File: src/rtl/issue_ctrl_pkg.sv
// Shared types for the issue controller: ISA constants, decoded bundle,
// queue entry layout and controller state encodings.
package issue_ctrl_pkg;

  localparam int XLEN  = 32;
  localparam int REG_W = 5;

  typedef logic [31:0]      ins_t;
  typedef logic [XLEN-1:0]  data_t;
  typedef logic [REG_W-1:0] reg_t;

  localparam logic [6:0] OPC_LUI    = 7'b0110111;
  localparam logic [6:0] OPC_AUIPC  = 7'b0010111;
  localparam logic [6:0] OPC_JAL    = 7'b1101111;
  localparam logic [6:0] OPC_JALR   = 7'b1100111;
  localparam logic [6:0] OPC_BRANCH = 7'b1100011;
  localparam logic [6:0] OPC_LOAD   = 7'b0000011;
  localparam logic [6:0] OPC_STORE  = 7'b0100011;
  localparam logic [6:0] OPC_OPIMM  = 7'b0010011;
  localparam logic [6:0] OPC_OP     = 7'b0110011;

  localparam logic [2:0] F3_0 = 3'b000;
  localparam logic [2:0] F3_1 = 3'b001;
  localparam logic [2:0] F3_2 = 3'b010;
  localparam logic [2:0] F3_3 = 3'b011;
  localparam logic [2:0] F3_4 = 3'b100;
  localparam logic [2:0] F3_5 = 3'b101;
  localparam logic [2:0] F3_6 = 3'b110;
  localparam logic [2:0] F3_7 = 3'b111;

  typedef enum logic [5:0] {
    OP_NOP, OP_LUI, OP_AUIPC, OP_JAL, OP_JALR,
    OP_BEQ, OP_BNE, OP_BLT, OP_BGE, OP_BLTU, OP_BGEU,
    OP_LB, OP_LH, OP_LW, OP_LBU, OP_LHU,
    OP_SB, OP_SH, OP_SW,
    OP_ADDI, OP_SLTI, OP_SLTIU, OP_XORI, OP_ORI, OP_ANDI,
    OP_SLLI, OP_SRLI, OP_SRAI,
    OP_ADD, OP_SUB, OP_SLL, OP_SLT, OP_SLTU,
    OP_XOR, OP_SRL, OP_SRA, OP_OR, OP_AND
  } openum_t;

  typedef enum logic [1:0] {
    ST_RUN   = 2'd0,
    ST_STALL = 2'd1,
    ST_FLUSH = 2'd2
  } iq_state_t;

  typedef struct packed {
    ins_t  inst;
    data_t pc;
    logic  pred_jump;
  } iq_entry_t;

  localparam int IQ_ENTRY_W = $bits(iq_entry_t);

  typedef struct packed {
    openum_t openum;
    reg_t    rd;
    reg_t    rs1;
    reg_t    rs2;
    data_t   imm;
    logic    is_ls;
    logic    is_ctrl;
  } dec_t;

  function automatic data_t sext12(input logic [11:0] v);
    return {{(XLEN-12){v[11]}}, v};
  endfunction

endpackage

File: src/rtl/issue_ctrl_decoder.sv
// Combinational RV32I decoder: opcode class, register fields, immediate,
// and load/store / control-flow flags for issue routing.
module issue_ctrl_decoder
  import issue_ctrl_pkg::*;
(
  input  ins_t inst,
  output dec_t dec
);

  logic [6:0] opc;
  logic [2:0] f3;
  logic       alt;
  reg_t       rd_f;
  reg_t       rs1_f;
  reg_t       rs2_f;
  data_t      imm_i;
  data_t      imm_s;
  data_t      imm_b;
  data_t      imm_u;
  data_t      imm_j;

  assign opc   = inst[6:0];
  assign f3    = inst[14:12];
  assign alt   = inst[30];
  assign rd_f  = inst[11:7];
  assign rs1_f = inst[19:15];
  assign rs2_f = inst[24:20];

  assign imm_i = sext12(inst[31:20]);
  assign imm_s = sext12({inst[31:25], inst[11:7]});
  assign imm_b = {{19{inst[31]}}, inst[31], inst[7],
                  inst[30:25], inst[11:8], 1'b0};
  assign imm_u = {inst[31:12], 12'b0};
  assign imm_j = {{11{inst[31]}}, inst[31], inst[19:12],
                  inst[20], inst[30:21], 1'b0};

  always_comb begin
    dec = '0;
    unique case (1'b1)
      opc == OPC_LUI: begin
        dec.openum = OP_LUI;
        dec.rd     = rd_f;
        dec.imm    = imm_u;
      end
      opc == OPC_AUIPC: begin
        dec.openum = OP_AUIPC;
        dec.rd     = rd_f;
        dec.imm    = imm_u;
      end
      opc == OPC_JAL: begin
        dec.openum  = OP_JAL;
        dec.rd      = rd_f;
        dec.imm     = imm_j;
        dec.is_ctrl = 1'b1;
      end
      opc == OPC_JALR: begin
        dec.openum  = OP_JALR;
        dec.rd      = rd_f;
        dec.rs1     = rs1_f;
        dec.imm     = imm_i;
        dec.is_ctrl = 1'b1;
      end
      opc == OPC_BRANCH: begin
        dec.rs1     = rs1_f;
        dec.rs2     = rs2_f;
        dec.imm     = imm_b;
        dec.is_ctrl = 1'b1;
        case (f3)
          F3_0:    dec.openum = OP_BEQ;
          F3_1:    dec.openum = OP_BNE;
          F3_4:    dec.openum = OP_BLT;
          F3_5:    dec.openum = OP_BGE;
          F3_6:    dec.openum = OP_BLTU;
          F3_7:    dec.openum = OP_BGEU;
          default: dec.openum = OP_NOP;
        endcase
      end
      opc == OPC_LOAD: begin
        dec.rd    = rd_f;
        dec.rs1   = rs1_f;
        dec.imm   = imm_i;
        dec.is_ls = 1'b1;
        case (f3)
          F3_0:    dec.openum = OP_LB;
          F3_1:    dec.openum = OP_LH;
          F3_2:    dec.openum = OP_LW;
          F3_4:    dec.openum = OP_LBU;
          F3_5:    dec.openum = OP_LHU;
          default: dec.openum = OP_NOP;
        endcase
      end
      opc == OPC_STORE: begin
        dec.rs1   = rs1_f;
        dec.rs2   = rs2_f;
        dec.imm   = imm_s;
        dec.is_ls = 1'b1;
        case (f3)
          F3_0:    dec.openum = OP_SB;
          F3_1:    dec.openum = OP_SH;
          F3_2:    dec.openum = OP_SW;
          default: dec.openum = OP_NOP;
        endcase
      end
      opc == OPC_OPIMM: begin
        dec.rd  = rd_f;
        dec.rs1 = rs1_f;
        dec.imm = imm_i;
        case (f3)
          F3_0:    dec.openum = OP_ADDI;
          F3_1:    dec.openum = OP_SLLI;
          F3_2:    dec.openum = OP_SLTI;
          F3_3:    dec.openum = OP_SLTIU;
          F3_4:    dec.openum = OP_XORI;
          F3_5:    dec.openum = alt ? OP_SRAI : OP_SRLI;
          F3_6:    dec.openum = OP_ORI;
          default: dec.openum = OP_ANDI;
        endcase
      end
      opc == OPC_OP: begin
        dec.rd  = rd_f;
        dec.rs1 = rs1_f;
        dec.rs2 = rs2_f;
        case (f3)
          F3_0:    dec.openum = alt ? OP_SUB : OP_ADD;
          F3_1:    dec.openum = OP_SLL;
          F3_2:    dec.openum = OP_SLT;
          F3_3:    dec.openum = OP_SLTU;
          F3_4:    dec.openum = OP_XOR;
          F3_5:    dec.openum = alt ? OP_SRA : OP_SRL;
          F3_6:    dec.openum = OP_OR;
          default: dec.openum = OP_AND;
        endcase
      end
      default: ;
    endcase
  end

endmodule

File: src/rtl/issue_ctrl.sv
// In-order instruction queue with RS/LSB routing and RUN/STALL/FLUSH control.
// Optional IQ_BYPASS_EN lets a word reaching an empty queue issue immediately.
module issue_ctrl
  import issue_ctrl_pkg::*;
#(
  parameter int IQ_DEPTH = 8
) (
  input  logic    clk_in,
  input  logic    rst_n_in,
  input  logic    rdy_in,
  input  logic    fetch_valid,
  input  ins_t    fetch_inst,
  input  data_t   fetch_pc,
  input  logic    fetch_pred_jump,
  output logic    iq_full,
  input  logic    rob_full,
  input  logic    rs_full,
  input  logic    lsb_full,
  input  logic    rollback,
  output logic    issue_valid,
  output logic    issue_to_rs,
  output logic    issue_to_lsb,
  output logic    issue_is_ctrl,
  output openum_t issue_openum,
  output reg_t    issue_rd,
  output reg_t    issue_rs1,
  output reg_t    issue_rs2,
  output data_t   issue_imm,
  output data_t   issue_pc,
  output logic    issue_pred_jump
);

  localparam int PW = $clog2(IQ_DEPTH);
  localparam int CW = PW + 1;
  localparam logic [CW-1:0] DEPTH_C  = CW'(IQ_DEPTH);
  localparam logic [CW-1:0] ALMOST_C = CW'(IQ_DEPTH - 1);
  localparam logic [PW-1:0] ONE_P    = PW'(1);

  iq_entry_t     iq_mem [IQ_DEPTH];
  logic [PW-1:0] head_q;
  logic [PW-1:0] tail_q;
  logic [CW-1:0] count_q;
  iq_state_t     state_q;

  iq_entry_t fetch_e;
  iq_entry_t src_e;
  dec_t      dec;
  logic      empty;
  logic      fetch_ok;
  logic      use_fetch;
  logic      have_src;
  logic      tgt_full;
  logic      blocked;
  logic      fire;
  logic      push;
  logic      pop;

  assign fetch_e = '{inst: fetch_inst,
                     pc: fetch_pc,
                     pred_jump: fetch_pred_jump};

  assign empty    = (count_q == '0);
  assign iq_full  = (count_q >= ALMOST_C);
  assign fetch_ok = rdy_in && fetch_valid
                 && (count_q < DEPTH_C)
                 && (state_q != ST_FLUSH)
                 && !rollback;

`ifdef IQ_BYPASS_EN
  assign use_fetch = empty && fetch_ok;
`else
  assign use_fetch = 1'b0;
`endif

  assign src_e    = use_fetch ? fetch_e : iq_mem[head_q];
  assign have_src = !empty || use_fetch;

  issue_ctrl_decoder u_dec (
    .inst (src_e.inst),
    .dec  (dec)
  );

  assign tgt_full = dec.is_ls ? lsb_full : rs_full;
  assign blocked  = rob_full || tgt_full;
  assign fire     = rdy_in && !rollback
                 && (state_q == ST_RUN)
                 && have_src && !blocked;
  assign pop      = fire && !use_fetch;
  // A bypassed word that issues is never written into storage.
  assign push     = fetch_ok && !(fire && use_fetch);

  always_ff @(posedge clk_in) begin
    if (rst_n_in && push)
      iq_mem[tail_q] <= fetch_e;
  end

  always_ff @(posedge clk_in) begin
    if (!rst_n_in) begin
      head_q          <= '0;
      tail_q          <= '0;
      count_q         <= '0;
      state_q         <= ST_RUN;
      issue_valid     <= 1'b0;
      issue_to_rs     <= 1'b0;
      issue_to_lsb    <= 1'b0;
      issue_is_ctrl   <= 1'b0;
      issue_openum    <= OP_NOP;
      issue_rd        <= '0;
      issue_rs1       <= '0;
      issue_rs2       <= '0;
      issue_imm       <= '0;
      issue_pc        <= '0;
      issue_pred_jump <= 1'b0;
    end else if (rdy_in) begin
      issue_valid   <= fire;
      issue_to_rs   <= fire && !dec.is_ls;
      issue_to_lsb  <= fire && dec.is_ls;
      issue_is_ctrl <= fire && dec.is_ctrl;
      if (fire) begin
        issue_openum    <= dec.openum;
        issue_rd        <= dec.rd;
        issue_rs1       <= dec.rs1;
        issue_rs2       <= dec.rs2;
        issue_imm       <= dec.imm;
        issue_pc        <= src_e.pc;
        issue_pred_jump <= src_e.pred_jump;
      end
      if (rollback) begin
        head_q  <= '0;
        tail_q  <= '0;
        count_q <= '0;
        state_q <= ST_FLUSH;
      end else begin
        if (push)
          tail_q <= tail_q + ONE_P;
        if (pop)
          head_q <= head_q + ONE_P;
        count_q <= count_q + CW'(push) - CW'(pop);
        case (state_q)
          ST_RUN:
            if (have_src && blocked)
              state_q <= ST_STALL;
          ST_STALL:
            if (!(have_src && blocked))
              state_q <= ST_RUN;
          default:
            state_q <= ST_RUN;
        endcase
      end
    end else begin
      issue_valid   <= 1'b0;
      issue_to_rs   <= 1'b0;
      issue_to_lsb  <= 1'b0;
      issue_is_ctrl <= 1'b0;
    end
  end

endmodule

File: config.mk
export PLATFORM = sky130hd
export DESIGN_NAME = issue_ctrl
export DESIGN_NICKNAME = d
export VERILOG_FILES = /design/src/rtl/issue_ctrl_pkg.sv /design/src/rtl/issue_ctrl_decoder.sv /design/src/rtl/issue_ctrl.sv
export SDC_FILE = /design/constraint.sdc
export NUM_CORES = 1
export LEC_CHECK = 0
export CAP_MARGIN = 20
export CORE_UTILIZATION = 30
export CTS_BUF_LIST = sky130_fd_sc_hd__clkbuf_8
export DETAILED_ROUTE_END_ITERATION = 10
export GPL_ROUTABILITY_DRIVEN = 1
export PLACE_DENSITY = 0.46
export REMOVE_ABC_BUFFERS = 1
export SLEW_MARGIN = 20
export SYNTH_ARGS = -nofsm -noshare
export SYNTH_HDL_FRONTEND = slang
export SYNTH_SLANG_ARGS = --single-unit
export TNS_END_PERCENT = 20
File: constraint.sdc
create_clock -name clk_in -period 8.8 [get_ports clk_in]
set_clock_uncertainty 0.05 [all_clocks]
set_input_delay 1.76 -clock clk_in [delete_from_list [all_inputs] [get_ports clk_in]]
set_output_delay 1.76 -clock clk_in [all_outputs]
set_load 0.01 [all_outputs]
==> flow_results.xml, run 1 <==
<?xml version="1.0" encoding="UTF-8"?>
<metrics>
  <group name="run_status">
    <metric name="status" unit="">completed</metric>
  </group>
  <group name="setup_path">
    <metric name="crit_fanout" unit="">63</metric>
    <metric name="arrival" unit="ns">5.61</metric>
    <metric name="worst_r2r_path_depth" unit="">14</metric>
    <metric name="crit_path_capture_type" unit="">register</metric>
    <metric name="timing_worst_setup_path_type" unit="">reg2reg</metric>
    <metric name="ff2ff_setup_slack" unit="ns">3.73</metric>
    <metric name="setup.worst_path.start_class" unit="">register</metric>
    <metric name="required" unit="ns">9.34</metric>
    <metric name="critical_path.reg2reg.endpoint" unit="">count_q[2]$_SDFFE_PN0P_</metric>
  </group>
  <group name="floorplan">
    <metric name="design.die.area" unit="mm^2">0.08251</metric>
    <metric name="core-area" unit="mm^2">0.08055</metric>
    <metric name="top_level_ports" unit="">164</metric>
    <metric name="row_count" unit="">104</metric>
    <metric name="die_height" unit="um">287.2</metric>
    <metric name="starting_density" unit="%">30.30</metric>
    <metric name="die_x" unit="um">287.2</metric>
  </group>
  <group name="routing">
    <metric name="initialDrtViolationCount" unit="">740</metric>
    <metric name="routed_wl" unit="um">62390</metric>
    <metric name="viasPerCell" unit="">4.833</metric>
    <metric name="wl_per_cell" unit="um">22.92</metric>
    <metric name="post-route-drc-count" unit="">0</metric>
    <metric name="antenna_left" unit="">0</metric>
    <metric name="first_pass_iters" unit="">5</metric>
    <metric name="dr_total_vias" unit="">13156</metric>
  </group>
  <group name="cells_and_area">
    <metric name="layout-drive-gt1-share" unit="%">19.89</metric>
    <metric name="syn_to_final_growth" unit="%">19.77</metric>
    <metric name="final_net_count" unit="">1651</metric>
    <metric name="fill_cells" unit="">7535</metric>
  </group>
  <group name="logic_synthesis">
    <metric name="synth_seq_area_share" unit="%">72.59</metric>
    <metric name="synthDominantCellAreaShare" unit="%">63.97</metric>
    <metric name="synth_cell_type_count" unit="">79</metric>
    <metric name="ys_async_sr_fraction" unit="%">0</metric>
    <metric name="syn_area" unit="mm^2">0.02441</metric>
    <metric name="synthDominantAreaCellType" unit="">sky130_fd_sc_hd__edfxtp_1</metric>
    <metric name="ys_top_cells_by_area" unit="">sky130_fd_sc_hd__edfxtp_1 64%, sky130_fd_sc_hd__mux4_2 10%, sky130_fd_sc_hd__dfxtp_1 8.6%</metric>
    <metric name="synth.ff_latch_count" unit="">625</metric>
    <metric name="synthMostInstantiatedCell" unit="">sky130_fd_sc_hd__edfxtp_1</metric>
    <metric name="syn_area_per_cell" unit="um^2">18.13</metric>
    <metric name="synth.top_cells.by_count" unit="">520 x sky130_fd_sc_hd__edfxtp_1, 113 x sky130_fd_sc_hd__mux4_2, 105 x sky130_fd_sc_hd__dfxtp_1</metric>
    <metric name="netlist_instances" unit="">1346</metric>
    <metric name="synth_ff_type" unit="">sky130_fd_sc_hd__edfxtp_1</metric>
    <metric name="synth-warning-count" unit="">0</metric>
    <metric name="synth-edff-count" unit="">520</metric>
  </group>
  <group name="global_route">
    <metric name="grt_start_max_net_pins" unit="">66</metric>
    <metric name="globalRoute.busiestLayer" unit="">met2</metric>
    <metric name="global_route.usage.met2" unit="%">24.13</metric>
    <metric name="grt_remaining_overflow" unit="">0</metric>
    <metric name="antenna_found_initial" unit="">8</metric>
    <metric name="gr_layer_usage_met1" unit="%">20.46</metric>
    <metric name="grt_pass1_vias" unit="">14083</metric>
    <metric name="total_routing_resource_utilization_after_global_routing" unit="%">15.22</metric>
    <metric name="grt_use_met3" unit="%">3.635</metric>
    <metric name="wire_length_of_the_first_global_routing_pass" unit="um">92520</metric>
  </group>
  <group name="placement">
    <metric name="detailed_place_hpwl" unit="um">35570</metric>
    <metric name="gp_congestion" unit="">0.7849</metric>
    <metric name="buffer_ports.inserted" unit="">163</metric>
  </group>
  <group name="clock_network">
    <metric name="postcts_resize_cnt" unit="">0</metric>
    <metric name="clock_insertion_delay_at_the_later_pin_of_the_skew_report" unit="ns">0.70</metric>
    <metric name="total_clock_sinks" unit="">625</metric>
    <metric name="cts_tree" unit="">done</metric>
    <metric name="cts-htree-levels" unit="">3</metric>
    <metric name="clock_tree.buffer_depth" unit="">3</metric>
    <metric name="hold_buf_count_cts" unit="">0</metric>
    <metric name="post-cts-setup-buffers" unit="">0</metric>
    <metric name="cts_root_buf" unit="">sky130_fd_sc_hd__clkbuf_8</metric>
    <metric name="cts.reportedPaths.clkPinSlew" unit="ns">0.06</metric>
    <metric name="cts_inserted_buffers" unit="">107</metric>
  </group>
  <group name="worst_hold_path">
    <metric name="holdCritStartpoint" unit="">issue_rs1[1]$_SDFFE_PN0P_</metric>
    <metric name="whs_path_depth" unit="">2</metric>
    <metric name="worst_hold_path.endpoint" unit="">issue_rs1[1]$_SDFFE_PN0P_</metric>
    <metric name="worstHoldPathType" unit="">reg2reg</metric>
  </group>
  <group name="timing">
    <metric name="fin_crit_sh" unit="%">57.63</metric>
    <metric name="fmax" unit="GHz">0.1972</metric>
    <metric name="finalCriticalPeriod" unit="ns">5.071</metric>
    <metric name="number_of_hold_violations_in_the_final_report" unit="">0</metric>
    <metric name="rsz_0062_raised_after_global_routing" unit="">false</metric>
    <metric name="maxSlewHeadroom" unit="%">27.40</metric>
    <metric name="worst-slew-pin-transition" unit="ns">1.078</metric>
    <metric name="setup_violations" unit="">0</metric>
    <metric name="final.hold.worst_slack" unit="ns">0.4117</metric>
    <metric name="slew_violations" unit="">0</metric>
  </group>
  <group name="flow_run">
    <metric name="drv_cap" unit="">0</metric>
  </group>
  <group name="power_and_ir_drop">
    <metric name="p_leak" unit="uW">0.009941</metric>
    <metric name="total_power" unit="uW">5767</metric>
    <metric name="power.density" unit="mW/mm^2">197.3</metric>
    <metric name="worst_ir_drop_vdd" unit="uV">89.91</metric>
  </group>
</metrics>
[how the worst max path moves through the flow]
stage | slack (ns) | start | cells after the start | end
global placement | 3.14 | rdy_in | 14 | count_q[3]$_SDFFE_PN0P_
detailed placement | 3.04 | rdy_in | 10 | issue_imm[16]$_SDFFE_PN0P_
finish | 3.73 | register | 14 | count_q[2]$_SDFFE_PN0P_
CTS | 3.68 | register | 14 | count_q[2]$_SDFFE_PN0P_
floorplan | -0.58 | register | 13 | count_q[3]$_SDFFE_PN0P_
global route | 3.32 | register | 14 | count_q[2]$_SDFFE_PN0P_
[metal layers]
metal | up-vias | share of wire [%] | wire [um]
met3 | 116 | 5.5 | 3416
met5 | - | 0.14 | 90
met2 | 325 | 46 | 29010
li1 | 5894 | - | -
met4 | 14 | 2.1 | 1323
met1 | 6807 | 46 | 28550
[where the power goes]
part           switching, uW  internal (uW)  leakage, uW
clock                   1180           1270      0.00119
combinational           66.5           44.6      0.00322
sequential              2.53           3210      0.00552
total                   1240           4520      0.00994
[cell usage in the layout (no fill, tap or decap), drive strengths merged, types with 29 or more instances in the layout]
| cell type | n |
|---|---|
| o21ai | 29 |
| nand2 | 95 |
| clkinv | 30 |
| inv | 62 |
| mux2i | 55 |
| dfxtp | 105 |
| o211a | 37 |
| clkdlybuf4s50 | 162 |
| nor2 | 38 |
| mux4 | 113 |
| edfxtp | 520 |
| clkbuf | 116 |
[cells by family after synthesis]
group,count (synthesis),share of synthesized area [%]
adders and majority gates,8,0.4408
AOI/OAI and AO/OA,201,6.428
and+or+nand+nor,224,4.521
xor gates and xnor gates,4,0.1436
buffers and inverters,88,1.876
DFF,625,72.59
muxes,196,14.00
[worst max-delay path, stage by stage, from the launching register on]
cell                       delay (ns)
sky130_fd_sc_hd__dfxtp_4         0.33
sky130_fd_sc_hd__buf_4           0.70
sky130_fd_sc_hd__and2b_1         0.34
sky130_fd_sc_hd__a22oi_1         0.20
sky130_fd_sc_hd__o2111a_1        0.30
sky130_fd_sc_hd__nand3_1         0.54
sky130_fd_sc_hd__o21ai_1         0.53
sky130_fd_sc_hd__nand2_4         0.40
sky130_fd_sc_hd__o21ai_1         0.32
sky130_fd_sc_hd__nand2_1         0.10
sky130_fd_sc_hd__ha_1            0.23
sky130_fd_sc_hd__fa_1            0.43
sky130_fd_sc_hd__xnor2_1         0.18
sky130_fd_sc_hd__o22ai_1         0.08
sky130_fd_sc_hd__and2_1          0.17
[registers in the layout, indices dropped and copies added, names as in the netlist, 4 cells and up, named ones only]
signal	cells
issue_imm	32
iq_mem	520
issue_rs2	5
issue_rs1	5
issue_openum	6
issue_rd	5
count_q	4
issue_pc	32
[area by class of cell]
| type | instances | area (um^2) | share of cell area (%) |
|---|---|---|---|
| sequential | 625 | 17720 | 60.63 |
| clock inverter | 82 | 395.4 | 1.352 |
| timing repair buffer | 190 | 1833 | 6.270 |
| inverter | 13 | 51.30 | 0.1755 |
| clock buffer | 116 | 1597 | 5.461 |
| multi-input combinational | 633 | 6300 | 21.55 |
| antenna | 3 | 7.507 | 0.02568 |
| tap | 1060 | 1326 | 4.537 |
[per-stage QoR]
step	cells	instance area, um^2	setup TNS [ns]	util (%)	setup WS (ns)
final	2722	29230	0	36.29	3.729
after global routing	2720	29230	0	36.29	3.322
after CTS	2718	29220	0	36.27	3.683
after detailed placement	2520	27230	0	33.80	3.044
after global placement	2520	27230	0	33.80	3.137
after floorplan	1271	24000	-1.788	-	-0.5819
Note: power is estimated with default switching activity, not from simulation.
==> run 2, diff against run 1 <==
--- a/config.mk
+++ b/config.mk
@@ -10,7 +10,7 @@
 export CTS_BUF_LIST = sky130_fd_sc_hd__clkbuf_8
 export DETAILED_ROUTE_END_ITERATION = 10
 export GPL_ROUTABILITY_DRIVEN = 1
-export PLACE_DENSITY = 0.46
+export PLACE_DENSITY = 0.48
 export REMOVE_ABC_BUFFERS = 1
 export SLEW_MARGIN = 20
 export SYNTH_ARGS = -nofsm -noshare
==> constraint.sdc (replaced) <==
create_clock -name clk_in -period 4.5 [get_ports clk_in]
set_clock_uncertainty 0.05 [all_clocks]
set_input_delay 0.9 -clock clk_in [delete_from_list [all_inputs] [get_ports clk_in]]
set_output_delay 0.9 -clock clk_in [all_outputs]
set_load 0.01 [all_outputs]
==> run 2 against run 1 <==
  * Non-clock buffer count rose by 14
  * Die area unchanged
  * Total power rose by 100%
  * Cell area increased by 1.9%
  * Sequential cell count unchanged
  * Clock power grew 110%
  * Combinational power is 97% higher
  * Register-to-register slack worse by 3.1 ns
  * Largest power group unchanged
==> flow_results.xml, run 2 (synthesis results as in run 1) <==
<?xml version="1.0" encoding="UTF-8"?>
<metrics>
  <group name="run_status">
    <metric name="status" unit="">completed</metric>
  </group>
  <group name="cells_and_area">
    <metric name="layout-drive-gt1-share" unit="%">22.15</metric>
    <metric name="postLayoutCellArea" unit="mm^2">0.02978</metric>
    <metric name="finish.cell_count_without_fillers" unit="">2735</metric>
    <metric name="final_cell_mix" unit="">520 x sky130_fd_sc_hd__edfxtp_1, 162 x sky130_fd_sc_hd__clkdlybuf4s50_1, 132 x sky130_fd_sc_hd__clkbuf_8, 113 x sky130_fd_sc_hd__mux4_2, 103 x sky130_fd_sc_hd__dfxtp_1</metric>
    <metric name="n_antenna_cell" unit="">0</metric>
    <metric name="final_net_count" unit="">1663</metric>
    <metric name="largest_reg_flops" unit="">520</metric>
    <metric name="largest_registers" unit="">iq_mem x520, issue_imm x32, issue_pc x32</metric>
    <metric name="top_register" unit="">iq_mem</metric>
    <metric name="mostFrequentLayoutCell" unit="">sky130_fd_sc_hd__edfxtp_1</metric>
    <metric name="syn_to_final_growth" unit="%">21.99</metric>
  </group>
  <group name="timing">
    <metric name="fmax" unit="GHz">0.2570</metric>
    <metric name="number_of_hold_violations_in_the_final_report" unit="">0</metric>
    <metric name="maxSlewHeadroom" unit="%">35.57</metric>
    <metric name="fin_crit_sh" unit="%">86.46</metric>
    <metric name="rsz_0062_raised_after_global_routing" unit="">false</metric>
    <metric name="setup_violations" unit="">0</metric>
    <metric name="slew_violations" unit="">0</metric>
    <metric name="finalCriticalPeriod" unit="ns">3.891</metric>
    <metric name="worst-slew-pin-transition" unit="ns">0.9477</metric>
  </group>
  <group name="placement">
    <metric name="gp_congestion" unit="">0.7925</metric>
    <metric name="detailed_place_hpwl" unit="um">35140</metric>
    <metric name="detailed_place.area" unit="mm^2">0.02753</metric>
    <metric name="number_of_placed_cells_counting_well_taps" unit="">2535</metric>
    <metric name="buffer_ports.inserted" unit="">163</metric>
  </group>
  <group name="floorplan">
    <metric name="starting_density" unit="%">30.30</metric>
    <metric name="die_x" unit="um">287.2</metric>
    <metric name="core-area" unit="mm^2">0.08055</metric>
    <metric name="top_level_ports" unit="">164</metric>
    <metric name="die_height" unit="um">287.2</metric>
    <metric name="design.die.area" unit="mm^2">0.08251</metric>
    <metric name="row_count" unit="">104</metric>
  </group>
  <group name="power_and_ir_drop">
    <metric name="power.density" unit="mW/mm^2">394.2</metric>
    <metric name="p_leak" unit="uW">0.01013</metric>
    <metric name="worst_ir_drop_vdd" unit="uV">207.8</metric>
  </group>
  <group name="global_route">
    <metric name="total_routing_resource_utilization_after_global_routing" unit="%">14.77</metric>
    <metric name="grt_pass1_vias" unit="">13802</metric>
    <metric name="wire_length_of_the_first_global_routing_pass" unit="um">89800</metric>
    <metric name="antenna_found_initial" unit="">9</metric>
    <metric name="grt_start_max_net_pins" unit="">96</metric>
    <metric name="grt_remaining_overflow" unit="">0</metric>
  </group>
  <group name="routing">
    <metric name="wl_met2" unit="um">28330</metric>
    <metric name="dr_total_vias" unit="">13119</metric>
    <metric name="post-route-drc-count" unit="">0</metric>
    <metric name="wl_per_cell" unit="um">22.16</metric>
    <metric name="initialDrtViolationCount" unit="">777</metric>
    <metric name="highest-signal-layer" unit="">met5</metric>
    <metric name="met3_wirelength" unit="um">3463</metric>
    <metric name="routed_wl" unit="um">60600</metric>
    <metric name="viasPerCell" unit="">4.797</metric>
    <metric name="antenna_left" unit="">0</metric>
    <metric name="first_pass_iters" unit="">5</metric>
    <metric name="met1_layer_wirelength_in_the_final_routing" unit="um">27340</metric>
  </group>
  <group name="clock_network">
    <metric name="clock_tree.buffer_depth" unit="">3</metric>
    <metric name="cts_root_buf" unit="">sky130_fd_sc_hd__clkbuf_8</metric>
    <metric name="postcts_resize_cnt" unit="">0</metric>
    <metric name="cts_inserted_buffers" unit="">105</metric>
    <metric name="cts-htree-levels" unit="">3</metric>
    <metric name="total_clock_sinks" unit="">625</metric>
    <metric name="cts.reportedPaths.clkPinSlew" unit="ns">0.06</metric>
    <metric name="post-cts-setup-buffers" unit="">0</metric>
    <metric name="clock_insertion_delay_at_the_later_pin_of_the_skew_report" unit="ns">0.70</metric>
    <metric name="hold_buf_count_cts" unit="">0</metric>
    <metric name="cts_tree" unit="">done</metric>
  </group>
  <group name="setup_path">
    <metric name="required" unit="ns">5.01</metric>
    <metric name="crit_path_capture_type" unit="">register</metric>
    <metric name="crit_fanout" unit="">44</metric>
    <metric name="setup.worst_path.start_class" unit="">register</metric>
    <metric name="timing_worst_setup_path_type" unit="">reg2reg</metric>
    <metric name="arrival" unit="ns">4.40</metric>
  </group>
  <group name="worst_hold_path">
    <metric name="worstHoldPathType" unit="">reg2reg</metric>
  </group>
  <group name="flow_run">
    <metric name="drv_cap" unit="">0</metric>
  </group>
</metrics>
==> run 2: cell types whose count changed in the layout (fill, tap and decap cells not counted), moves of 2 or more <==
cell | previous run | this run
sky130_fd_sc_hd__buf_12 | 0 | 15
sky130_fd_sc_hd__bufinv_16 | 2 | 5
sky130_fd_sc_hd__clkbuf_8 | 116 | 132
sky130_fd_sc_hd__clkinv_1 | 21 | 11
sky130_fd_sc_hd__clkinv_2 | 9 | 14
sky130_fd_sc_hd__clkinvlp_4 | 1 | 3
sky130_fd_sc_hd__diode_2 | 3 | 0
sky130_fd_sc_hd__inv_1 | 58 | 43
sky130_fd_sc_hd__inv_6 | 1 | 3
sky130_fd_sc_hd__inv_8 | 2 | 0
==> run 2: final timing paths <==
path,endpoint,slack [ns],from,cells after the start
setup / recovery,issue_imm[17]$_SDFFE_PN0P_,0.61,register,7
hold / removal,issue_imm[0]$_SDFFE_PN0P_,0.41,issue_imm[0]$_SDFFE_PN0P_,2
setup reg to reg,issue_imm[17]$_SDFFE_PN0P_,0.61,register,7
hold reg to reg,issue_imm[0]$_SDFFE_PN0P_,0.41,issue_imm[0]$_SDFFE_PN0P_,2
==> run 2: final cells by class <==
type,instances,area (um^2)
inverters,13,51.30
fillers,7467,50770
well taps,1060,1326
clock inverters,68,432.9
clock buffers,132,1817
flip-flops and latches,625,17720
repair buffers,204,2125
multi-input cells,633,6300
==> run 2: critical path, cell delays in order (launching register included) <==
cell,delay (ns)
sky130_fd_sc_hd__dfxtp_4,0.68
sky130_fd_sc_hd__buf_4,0.66
sky130_fd_sc_hd__buf_4,0.70
sky130_fd_sc_hd__mux4_2,0.41
sky130_fd_sc_hd__mux2_2,0.34
sky130_fd_sc_hd__o21ai_0,0.37
sky130_fd_sc_hd__o21ai_0,0.20
sky130_fd_sc_hd__a22o_1,0.25
==> run 2: through the flow <==
stage	hold slack [ns]	power, uW	utilization, %	TNS [ns]	worst slack (ns)
4_1_cts	0.4119	11930	36.97	0	0.5110
5_1_grt	0.4463	12190	36.97	0	0.3468
2_1_floorplan	0.4191	6459	-	-744.91	-4.882
6_report	0.4098	11740	36.97	0	0.6094
3_5_place_dp	0.4057	6623	34.17	0	0.3259
3_3_place_gp	0.3971	6614	34.17	0	0.3743
==> run 2: power by group <==
part,internal [uW],switching [uW],leakage (uW)
Combinational,91.1,128,0.00333
Clock,2940,2300,0.00128
Sequential,6270,4.88,0.00552
==> run 2: metal layers <==
| layer | vias up | GRT usage [%] |
|---|---|---|
| met5 | - | 0 |
| met4 | 18 | 5.053 |
| met3 | 121 | 3.706 |
| met2 | 338 | 23.60 |
| met1 | 6720 | 19.52 |
| li1 | 5922 | - |
